## config.mk

```make
export PLATFORM = sky130hd
export DESIGN_NAME = gray_decoder
export DESIGN_NICKNAME = d
export VERILOG_FILES = /design/src/rtl/gray_pkg.sv /design/src/rtl/gray_step_check.sv /design/src/rtl/gray_decoder.sv
export SDC_FILE = /design/constraint.sdc
export NUM_CORES = 1
export LEC_CHECK = 0
export CAP_MARGIN = 20
export CORE_MARGIN = 3
export CORE_UTILIZATION = 35
export DETAILED_ROUTE_END_ITERATION = 7
export PLACE_DENSITY_LB_ADDON = 0.08
export SETUP_SLACK_MARGIN = 0.5
export SLEW_MARGIN = 20
export SYNTH_ARGS = -nofsm -noshare
export SYNTH_HDL_FRONTEND = slang
export SYNTH_SLANG_ARGS = --single-unit
```

## constraint.sdc

```tcl
create_clock -name clk -period 1.4 [get_ports clk]
set_clock_uncertainty 0.15 [all_clocks]
set_input_delay 0.14 -clock clk [delete_from_list [all_inputs] [get_ports clk]]
set_output_delay 0.14 -clock clk [all_outputs]
set_load 0.02 [all_outputs]
```

## src/rtl/gray_pkg.sv

```systemverilog
// gray_pkg: shared Gray-code helpers and default widths for the Gray encoder/decoder pair.
package gray_pkg;
  localparam int DEF_WIDTH = 4;
  localparam int DEF_CNT_W = 8;
  localparam int MAX_W = 32;
  typedef logic [MAX_W-1:0] word_t;
  // Zero-extended upper bits stay zero through the prefix XOR, so one routine serves any WIDTH <= MAX_W.
  function automatic word_t gray2bin(word_t g);
    word_t b;
    b[MAX_W-1] = g[MAX_W-1];
    for (int i = MAX_W - 2; i >= 0; i--) b[i] = b[i+1] ^ g[i];
    return b;
  endfunction
  function automatic word_t bin2gray(word_t b);
    return b ^ (b >> 1);
  endfunction
  function automatic int unsigned popcount(word_t v);
    int unsigned n;
    n = 0;
    for (int i = 0; i < MAX_W; i++) n = n + {31'b0, v[i]};
    return n;
  endfunction
endpackage

```

## src/rtl/gray_step_check.sv

```systemverilog
// gray_step_check: flags accepted Gray words that move >=2 bits from the previous word; saturating flag counter.
module gray_step_check
  import gray_pkg::*;
#(
  parameter int WIDTH = DEF_WIDTH,
  parameter int CNT_W = DEF_CNT_W
) (
  input  logic             clk,
  input  logic             rst_n,
  input  logic             accept,
  input  logic [WIDTH-1:0] gray,
  input  logic             drain,
  output logic             err,
  output logic [CNT_W-1:0] err_cnt
);
  logic [WIDTH-1:0] prev_gray;
  logic             prev_vld;
  assign err = prev_vld && (popcount(MAX_W'(gray ^ prev_gray)) > 1);
  always_ff @(posedge clk) begin
    if (!rst_n) begin
      prev_gray <= '0;
      prev_vld  <= 1'b0;
      err_cnt   <= '0;
    end else begin
      if (accept) begin
        prev_gray <= gray;
        prev_vld  <= 1'b1;
      end
      if (drain && err_cnt != '1) err_cnt <= err_cnt + 1'b1;
    end
  end
endmodule

```

## src/rtl/gray_decoder.sv

```systemverilog
// gray_decoder: two-stage valid/ready Gray-to-binary pipeline.
// Define GRAY_STEP_CHECK_EN to add per-word step-error flagging and a saturating error counter.
module gray_decoder
  import gray_pkg::*;
#(
  parameter int WIDTH = DEF_WIDTH,
  parameter int CNT_W = DEF_CNT_W
) (
  input  logic             clk,
  input  logic             rst_n,
  input  logic             in_valid,
  output logic             in_ready,
  input  logic [WIDTH-1:0] in_data,
  output logic             out_valid,
  input  logic             out_ready,
  output logic [WIDTH-1:0] out_data,
  output logic             out_err,
  output logic [CNT_W-1:0] err_cnt
);
  logic [WIDTH-1:0] s1_gray;
  logic             s1_valid;
  logic             s2_adv;
  assign s2_adv   = !out_valid || out_ready;
  assign in_ready = !s1_valid || s2_adv;
  always_ff @(posedge clk) begin
    if (!rst_n) begin
      s1_gray   <= '0;
      s1_valid  <= 1'b0;
      out_valid <= 1'b0;
      out_data  <= '0;
    end else begin
      if (in_ready) s1_valid <= in_valid;
      if (in_ready && in_valid) s1_gray <= in_data;
      if (s2_adv) out_valid <= s1_valid;
      if (s2_adv && s1_valid) out_data <= WIDTH'(gray2bin(MAX_W'(s1_gray)));
    end
  end
`ifdef GRAY_STEP_CHECK_EN
  logic step_err;
  logic s1_err;
  gray_step_check #(.WIDTH(WIDTH), .CNT_W(CNT_W)) u_check (
    .clk     (clk),
    .rst_n   (rst_n),
    .accept  (in_valid && in_ready),
    .gray    (in_data),
    .drain   (out_valid && out_ready && out_err),
    .err     (step_err),
    .err_cnt (err_cnt)
  );
  always_ff @(posedge clk) begin
    if (!rst_n) begin
      s1_err  <= 1'b0;
      out_err <= 1'b0;
    end else begin
      if (in_ready && in_valid) s1_err <= step_err;
      if (s2_adv && s1_valid) out_err <= s1_err;
    end
  end
`else
  assign out_err = 1'b0;
  assign err_cnt = '0;
`endif
endmodule

```

======== After elaboration in Yosys (flattened, before gate mapping) ========
Index checks and enable logic that the tools add are counted.
storage, ports and cells
  output and inout port bits .............. 15
  word-level logic and storage cells ...... 13
  bits in registers ....................... 10
  input port bits ......................... 8
cells by class
  bitwise operators ....................... 3
  reduce and logical (&&, ||, !) cells .... 6
operators with widths
  cell               number
  $xor 1x1->1        3
  $logic_and 1x1->1  2
  $logic_not 1->1    2
  $logic_or 1x1->1   2

======== Depth between registers and ports, before layout ========
Gate-level depths: netlist (run 1).
  depth after elaboration ................. 4
  gate-level depth with buffers ........... 4
  depth with buffers taken out ............ 3

======== Least setup slack after synthesis (run 1) ========
Ideal clock, no wire load.
  path kind ............................... flip-flop to flip-flop
  start point ............................. register out_valid
  end point ............................... register s1_gray[0]
  period minus slack after synthesis ...... 1.527 ns
  stages on the path, launching flop included .. 4
  setup slack ............................. -0.127 ns
  library setup time ...................... 0.115 ns
  path buffers ............................ 0
  arrival ................................. 1.262 ns
  cell sequence ........................... dfxtp_1 -> nand3b_1 -> and3_1 -> o21a_1
between the ends
  word-level cells in the longest chain between the ends .. 4
ends and longest elaborated chain
  element                 line                RTL
  from (decl)             gray_decoder.sv:14  output logic out_valid,
  from (signal assigned)  gray_decoder.sv:34  if (s2_adv) out_valid <= s1_valid;
  $logic_not 1->1         gray_decoder.sv:23  assign s2_adv = !out_valid || out_ready;
  $logic_or 1x1->1        gray_decoder.sv:23
  $logic_or 1x1->1        gray_decoder.sv:24  assign in_ready = !s1_valid || s2_adv;
  via in_ready            gray_decoder.sv:12  output logic in_ready,
  $logic_and 1x1->1       gray_decoder.sv:33  if (in_ready && in_valid) s1_gray <= in_data;
  to (signal assigned)    gray_decoder.sv:33
  to (decl)               gray_decoder.sv:20  logic [WIDTH-1:0] s1_gray;
The timed path passes the listed nets, and every way through them passes these cells.
A chain may end at the register's enable or synchronous reset.

======== Worst setup path in the final report (run 1) ========
  start point ............................. register s1_gray[2]
  end point ............................... register out_data[0]
between the ends
  word-level cells in the longest chain between the ends .. 3
ends and longest elaborated chain
  element                    line                RTL
  $xor 1x1->1 (3 in series)  gray_pkg.sv:11      for (int i = MAX_W - 2; i >= 0; i--) b[i] = b[i+1] ^ g[i];
  to (signal assigned)       gray_decoder.sv:35  if (s2_adv && s1_valid) out_data <= WIDTH'(gray2bin(MAX_W'(s1_gray)));
  to (decl)                  gray_decoder.sv:16  output logic [WIDTH-1:0] out_data,
Every way passes these cells.

==> results_dict.tcl, run 1 <==
set metrics [dict create \
    htreeDepth 1 \
    criticalPathCategory "reg -> reg" \
    whs_path_depth 5 \
    route.vias.total 432 \
    r2r_end "out_data[0]$_SDFFE_PN0P_" \
    yosysTopAreaCell "dfxtp_1" \
    cts_hold_buf 0 \
    cp_max_fo 2 \
    yosysSeqAreaShare_pct 39.80 \
    wirelength_um 990 \
    initial_core_util_pct 38.18 \
    cpMaxStageDelayCell "xor3_2" \
    synth_enable_flop_cells 0 \
    r2r_slack_ns 0.02 \
    dr.pass1.iters 2 \
    fin_crit_sh_pct 98.80 \
    hpwl_um 725.4 \
    clkTransAtPathRegs_ns 0.07 \
    die_width_um 43.91 \
    power_w 0.0007405 \
    final_antenna_net_count 0 \
    ys_warn_count 0 \
    dpl-instance-area_um2 675.6 \
    setup_viol 0 \
    status "complete, no violations" \
    antenna_found_initial 0 \
    grt_pass1_vias 390 \
    r2r_cells 3 \
    netlist.area_leader.share_pct 39.80 \
    crit_path_start "s1_gray[2]$_SDFFE_PN0P_" \
    min_period_ns 1.383 \
    overflow 0 \
    n_antenna_cell 0 \
    final_area_um2 787.0 \
    grt_pass1_wl_um 1545 \
    grt_max_degree 10 \
    synth-seq-cells 10 \
    drive_above_1_share_pct 44.16 \
    async_flop_share_pct 0 \
    synth_area_per_cell_um2 9.314 \
    worstPathRequired_ns 1.42 \
    critPathArrivalTime_ns 1.40 \
    slew_viol_final 0 \
    slowest_delay_ns 0.44 \
    p_leak_nw 0.3332 \
    die-height_um 43.91 \
    max-clock-path-buffers 2 \
    r2r_start "s1_gray[2]$_SDFFE_PN0P_" \
    core_region_area_mm2 0.001318 \
    final.setup.tns_ns 0 \
    clock_sinks 10 \
    multiInputGateArea_um2 295.3 \
    seqCellArea_um2 210.2 \
    yosysUniqueCellTypes 17 \
    ys_top_cells_by_count "dfxtp_1 (10), buf_4 (9), a21oi_1 (6)" \
    place_congestion 0.7237 \
    synthTopCellsByArea "dfxtp_1 (40%), buf_4 (13%), a21oi_1 (6.0%)" \
    root_buffer "clkbuf_4" \
    drc_errors 0 \
    p_per_area_mw_per_mm2 940.9 \
    fillCellCount 134 \
    nets 86 \
    rsz0062_at_grt "true" \
    hold_path_class "in -> reg" \
    vias_per_cell 4.696 \
    grt_usage_pct 11.13 \
    clkLatencyLatePin_ns 0.27 \
    ir_drop_mv 0.6969 \
    drt-initial-drc-count 5 \
    holdPathEnd "out_data[3]$_SDFFE_PN0P_" \
    ys.flop_type "dfxtp_1" \
    maxCapViolCount 0 \
    io_buffer_count 13 \
    holdWs_ns 0.3071 \
    finalHoldViolCount 0 \
    synth_most_common_cell "dfxtp_1" \
    crit_chain "xor3_2 -> xnor2_1 -> a311oi_1" \
    hp-start "out_ready" \
    placementRows 13 \
    crit_path_end_kind "flop" \
    fmax_ghz 0.7230 \
    worstSetupStartpointType "flop" \
    routedWlPerCell_um 10.76 \
    ios 23 \
    syn_inst 54 \
    syn_area_um2 503.0 \
    die-area_mm2 0.001928 \
    fin_util_pct 59.73 \
    syn_to_final_growth_pct 56.47 \
    numCtsBuffers 3 \
    cts_tree "built" \
]
==> power by group <==
part           switching, W  leakage (nW)  internal (W)
Clock              0.000104        0.0210      0.000158
Sequential        0.0000111        0.0849      0.000302
Combinational     0.0000760         0.227     0.0000898
==> layout make-up <==
cell class,instances,area share [%]
multi-input combinational,39,37.52
clock buffer,4,4.610
tap,15,2.385
timing repair buffer,21,27.34
inverter,3,1.431
sequential,10,26.71
==> cells in the final DEF, fill, tap and decap left out <==
| master | n |
|---|---|
| dlygate4sd2_1 | 1 |
| buf_4 | 3 |
| clkbuf_4 | 3 |
| conb_1 | 9 |
| xor3_2 | 1 |
| o21ai_1 | 1 |
| xnor2_1 | 2 |
| nand3b_1 | 1 |
| a21boi_1 | 1 |
| a21oi_1 | 3 |
| inv_1 | 3 |
| clkbuf_8 | 1 |
| o21a_1 | 4 |
| dfxtp_1 | 4 |
| o21ai_0 | 1 |
| nand2b_4 | 1 |
| dfxtp_2 | 5 |
| and3_4 | 4 |
| clkdlybuf4s50_1 | 6 |
| nor2b_4 | 1 |
| a21boi_0 | 3 |
| nand3_1 | 2 |
| dfxtp_4 | 1 |
| buf_6 | 11 |
| a311oi_1 | 2 |
| a21oi_2 | 3 |
==> flip-flops by register name, indices dropped and copies added, names as in the netlist <==
signal	count
out_data	4
out_valid	1
s1_valid	1
s1_gray	4
==> routing by layer <==
metal | GRT usage, % | vias up | share of wire [%]
met5 | 0 | - | 0
li1 | - | 217 | -
met2 | 17.15 | 18 | 45
met3 | 2.490 | 5 | 9.4
met4 | 9.036 | 0 | 2.9
met1 | 13.00 | 192 | 43
==> critical path: cells and delay by family (launching register included) <==
| family | cells | cell delay (ns) |
|---|---|---|
| compound gates | 1 | 0.23 |
| xor+xnor | 2 | 0.58 |
| flops | 1 | 0.32 |
==> logic make-up (layout without fill, tap and decap cells) <==
logic type	count (synthesis)	count (layout)	share of synthesized area (%)
compound gates	18	18	23.38
buf+inv	13	28	16.66
flops	10	10	39.80
simple gates	9	9	10.95
xor+xnor	3	3	8.458
other cells	1	9	0.7456
==> worst max-delay path by stage <==
stage	to	depth (start not counted)
floorplan	s1_gray[2]$_SDFFE_PN0P_	4
detailed placement	in_ready	3
global placement	in_ready	3
finish	out_data[0]$_SDFFE_PN0P_	3
global route	out_data[0]$_SDFFE_PN0P_	3
CTS	out_data[0]$_SDFFE_PN0P_	3
==> through the flow <==
stage	std cells	setup slack, ns
finish	92	0.01678
floorplan	62	0.03185
CTS	91	-0.0008753
detailed placement	86	-0.2524
global placement	86	-0.2752
global route	92	-0.02696
==> what timing repair did <==
action	CTS	global route
gates resized for setup	51	2
endpoints found under the setup margin	16	16
pin swaps	4	5
setup buffers	1	1
Power figures use the tool's default switching activity.
==> inputs of run 2 (changes only) <==
--- a/config.mk
+++ b/config.mk
@@ -9,6 +9,7 @@
 export CORE_MARGIN = 3
 export CORE_UTILIZATION = 35
 export DETAILED_ROUTE_END_ITERATION = 7
+export GPL_ROUTABILITY_DRIVEN = 0
 export PLACE_DENSITY_LB_ADDON = 0.08
 export SETUP_SLACK_MARGIN = 0.5
 export SLEW_MARGIN = 20
==> results of run 2 <==
No change in the layout: final DEF, timing and power equal those of run 1.
==> inputs of run 3 (changes only) <==
--- a/config.mk
+++ b/config.mk
@@ -8,8 +8,10 @@
 export CAP_MARGIN = 20
 export CORE_MARGIN = 3
 export CORE_UTILIZATION = 35
+export CTS_BUF_LIST = sky130_fd_sc_hd__clkbuf_4 sky130_fd_sc_hd__clkbuf_8 sky130_fd_sc_hd__clkbuf_16
 export DETAILED_ROUTE_END_ITERATION = 7
 export GPL_ROUTABILITY_DRIVEN = 0
+export MAX_ROUTING_LAYER = met4
 export PLACE_DENSITY_LB_ADDON = 0.08
 export SETUP_SLACK_MARGIN = 0.5
 export SLEW_MARGIN = 20
==> run 3 against run 2 <==
Net effect: sequential share of layout area unchanged; die area did not move; power rose by 0.10%; combinational power about the same; first-iteration DRC count did not move; design area unchanged; sequential power barely moved; clock-buffer cell count stayed put; critical endpoint unchanged; largest power group unchanged.
==> results_dict.tcl, run 3 (synthesis results as in run 1) <==
set metrics [dict create \
    status "complete, no violations" \
    clkTransAtPathRegs_ns 0.07 \
    slowest_delay_ns 0.44 \
    layout_commonest_cell "buf_6" \
    final_cell_mix "buf_6 (11), conb_1 (9), clkdlybuf4s50_1 (6)" \
    n_antenna_cell 0 \
    clkLatencyLatePin_ns 0.27 \
    antenna_found_initial 0 \
    grt_pass1_wl_um 1545 \
    drt-initial-drc-count 5 \
    crit_buf_inv 0 \
    criticalPathCategory "reg -> reg" \
    p_leak_nw 0.3332 \
    grt_max_degree 10 \
    fmax_ghz 0.7230 \
    largestRegisters "out_data (4), s1_gray (4)" \
    die-area_mm2 0.001928 \
    critPathArrivalTime_ns 1.40 \
    min_period_ns 1.383 \
    ios 23 \
    p_per_area_mw_per_mm2 941.9 \
    final_area_um2 787.0 \
    dpl-instance-area_um2 675.6 \
    die-height_um 43.91 \
    cts_tree "built" \
    io_buffer_count 13 \
    cp_max_fo 2 \
    crit_chain "xor3_2 -> xnor2_1 -> a311oi_1" \
    worstPathRequired_ns 1.42 \
    drive_above_1_share_pct 44.16 \
    cts_hold_buf 0 \
    finalHoldViolCount 0 \
    placementRows 13 \
    wirelength_um 995 \
    critical-path-top-delay-family "XOR/XNOR gates" \
    htreeDepth 1 \
    setup_viol 0 \
    drc_errors 0 \
    dr.pass1.iters 2 \
    syn_to_final_growth_pct 56.47 \
    maxCapViolCount 0 \
    vias_per_cell 4.696 \
    r2r_slack_ns 0.02 \
    hpwl_um 725.4 \
    slew_viol_final 0 \
    crit_path_end_kind "flop" \
    hold_path_class "in -> reg" \
    routedWlPerCell_um 10.82 \
    grt_usage_pct 11.47 \
    max-clock-path-buffers 2 \
    die_width_um 43.91 \
    clock_sinks 10 \
    fillCellCount 134 \
    nets 86 \
    route.vias.total 432 \
    initial_core_util_pct 38.18 \
    core_region_area_mm2 0.001318 \
    fin_cells 92 \
    final_antenna_net_count 0 \
    worstSetupStartpointType "flop" \
    numCtsBuffers 3 \
    grt_pass1_vias 392 \
    fin_crit_sh_pct 98.79 \
    overflow 0 \
    dp.cells 86 \
    rsz0062_at_grt "true" \
    ir_drop_mv 0.6988 \
    cpMaxStageDelayCell "xor3_2" \
    root_buffer "clkbuf_4" \
]
## run 3: cell counts in the layout (fill, tap and decap cells not counted)
No cell type changed its count.
## run 3: worst register-to-register path, delay by kind of cell, from the launching register on
family	cells	cell delay [ns]
XOR/XNOR	2	0.58
AO/OA/AOI/OAI	1	0.23
flip-flops	1	0.32
## run 3: stage by stage
stage	worst slack (ns)	power [W]	util [%]	hold slack, ns	TNS [ns]
3_5_place_dp	-0.2524	0.0004635	51.28	0.3200	-0.6620
2_1_floorplan	0.03185	0.0004247	-	0.1074	0
6_report	0.01695	0.0007413	59.73	0.3071	0
3_3_place_gp	-0.2752	0.0004625	51.28	0.3194	-0.7674
4_1_cts	-0.0008753	0.0007487	58.88	0.3003	-0.0008753
5_1_grt	-0.02696	0.0007782	59.73	0.3435	-0.02696
## run 3: cell type report
cell class	instances	area [um2]	area share [%]
sequential	10	210.2	26.71
timing repair buffer	21	215.2	27.34
multi-input combinational	39	295.3	37.52
inverter	3	11.26	1.431
clock buffer	4	36.28	4.610
tap	15	18.77	2.385
## run 3: worst paths after layout
kind,start,cells after the start,endpoint
worst max register to register,s1_gray[2]$_SDFFE_PN0P_,3,out_data[0]$_SDFFE_PN0P_
worst min-delay path,out_ready,5,out_data[3]$_SDFFE_PN0P_
worst min register to register,out_data[1]$_SDFFE_PN0P_,2,out_data[1]$_SDFFE_PN0P_
worst max-delay path,s1_gray[2]$_SDFFE_PN0P_,3,out_data[0]$_SDFFE_PN0P_
## run 3: timing repair
item | in CTS | in global routing
pin swaps | 4 | 5
setup buffers | 1 | 1
gates resized for setup | 51 | 2
cloned | 0 | 0
endpoints found under the setup margin | 16 | 16
## run 3: where the power goes
group	internal (W)	total, W	leakage [nW]	switching (W)
clock network	0.000158	0.000262	0.0210	0.000104
registers	0.000302	0.000313	0.0849	0.0000111
logic	0.0000898	0.000166	0.227	0.0000762
## run 3: routing by layer
metal | share of wire (%) | wire, um | vias up | track usage, %
li1 | - | - | 217 | -
met1 | 42 | 419 | 192 | 13.00
met2 | 46 | 453 | 18 | 17.15
met3 | 9.3 | 93 | 5 | 2.490
met4 | 2.9 | 29 | 0 | 9.036
met5 | 0 | 0 | - | -
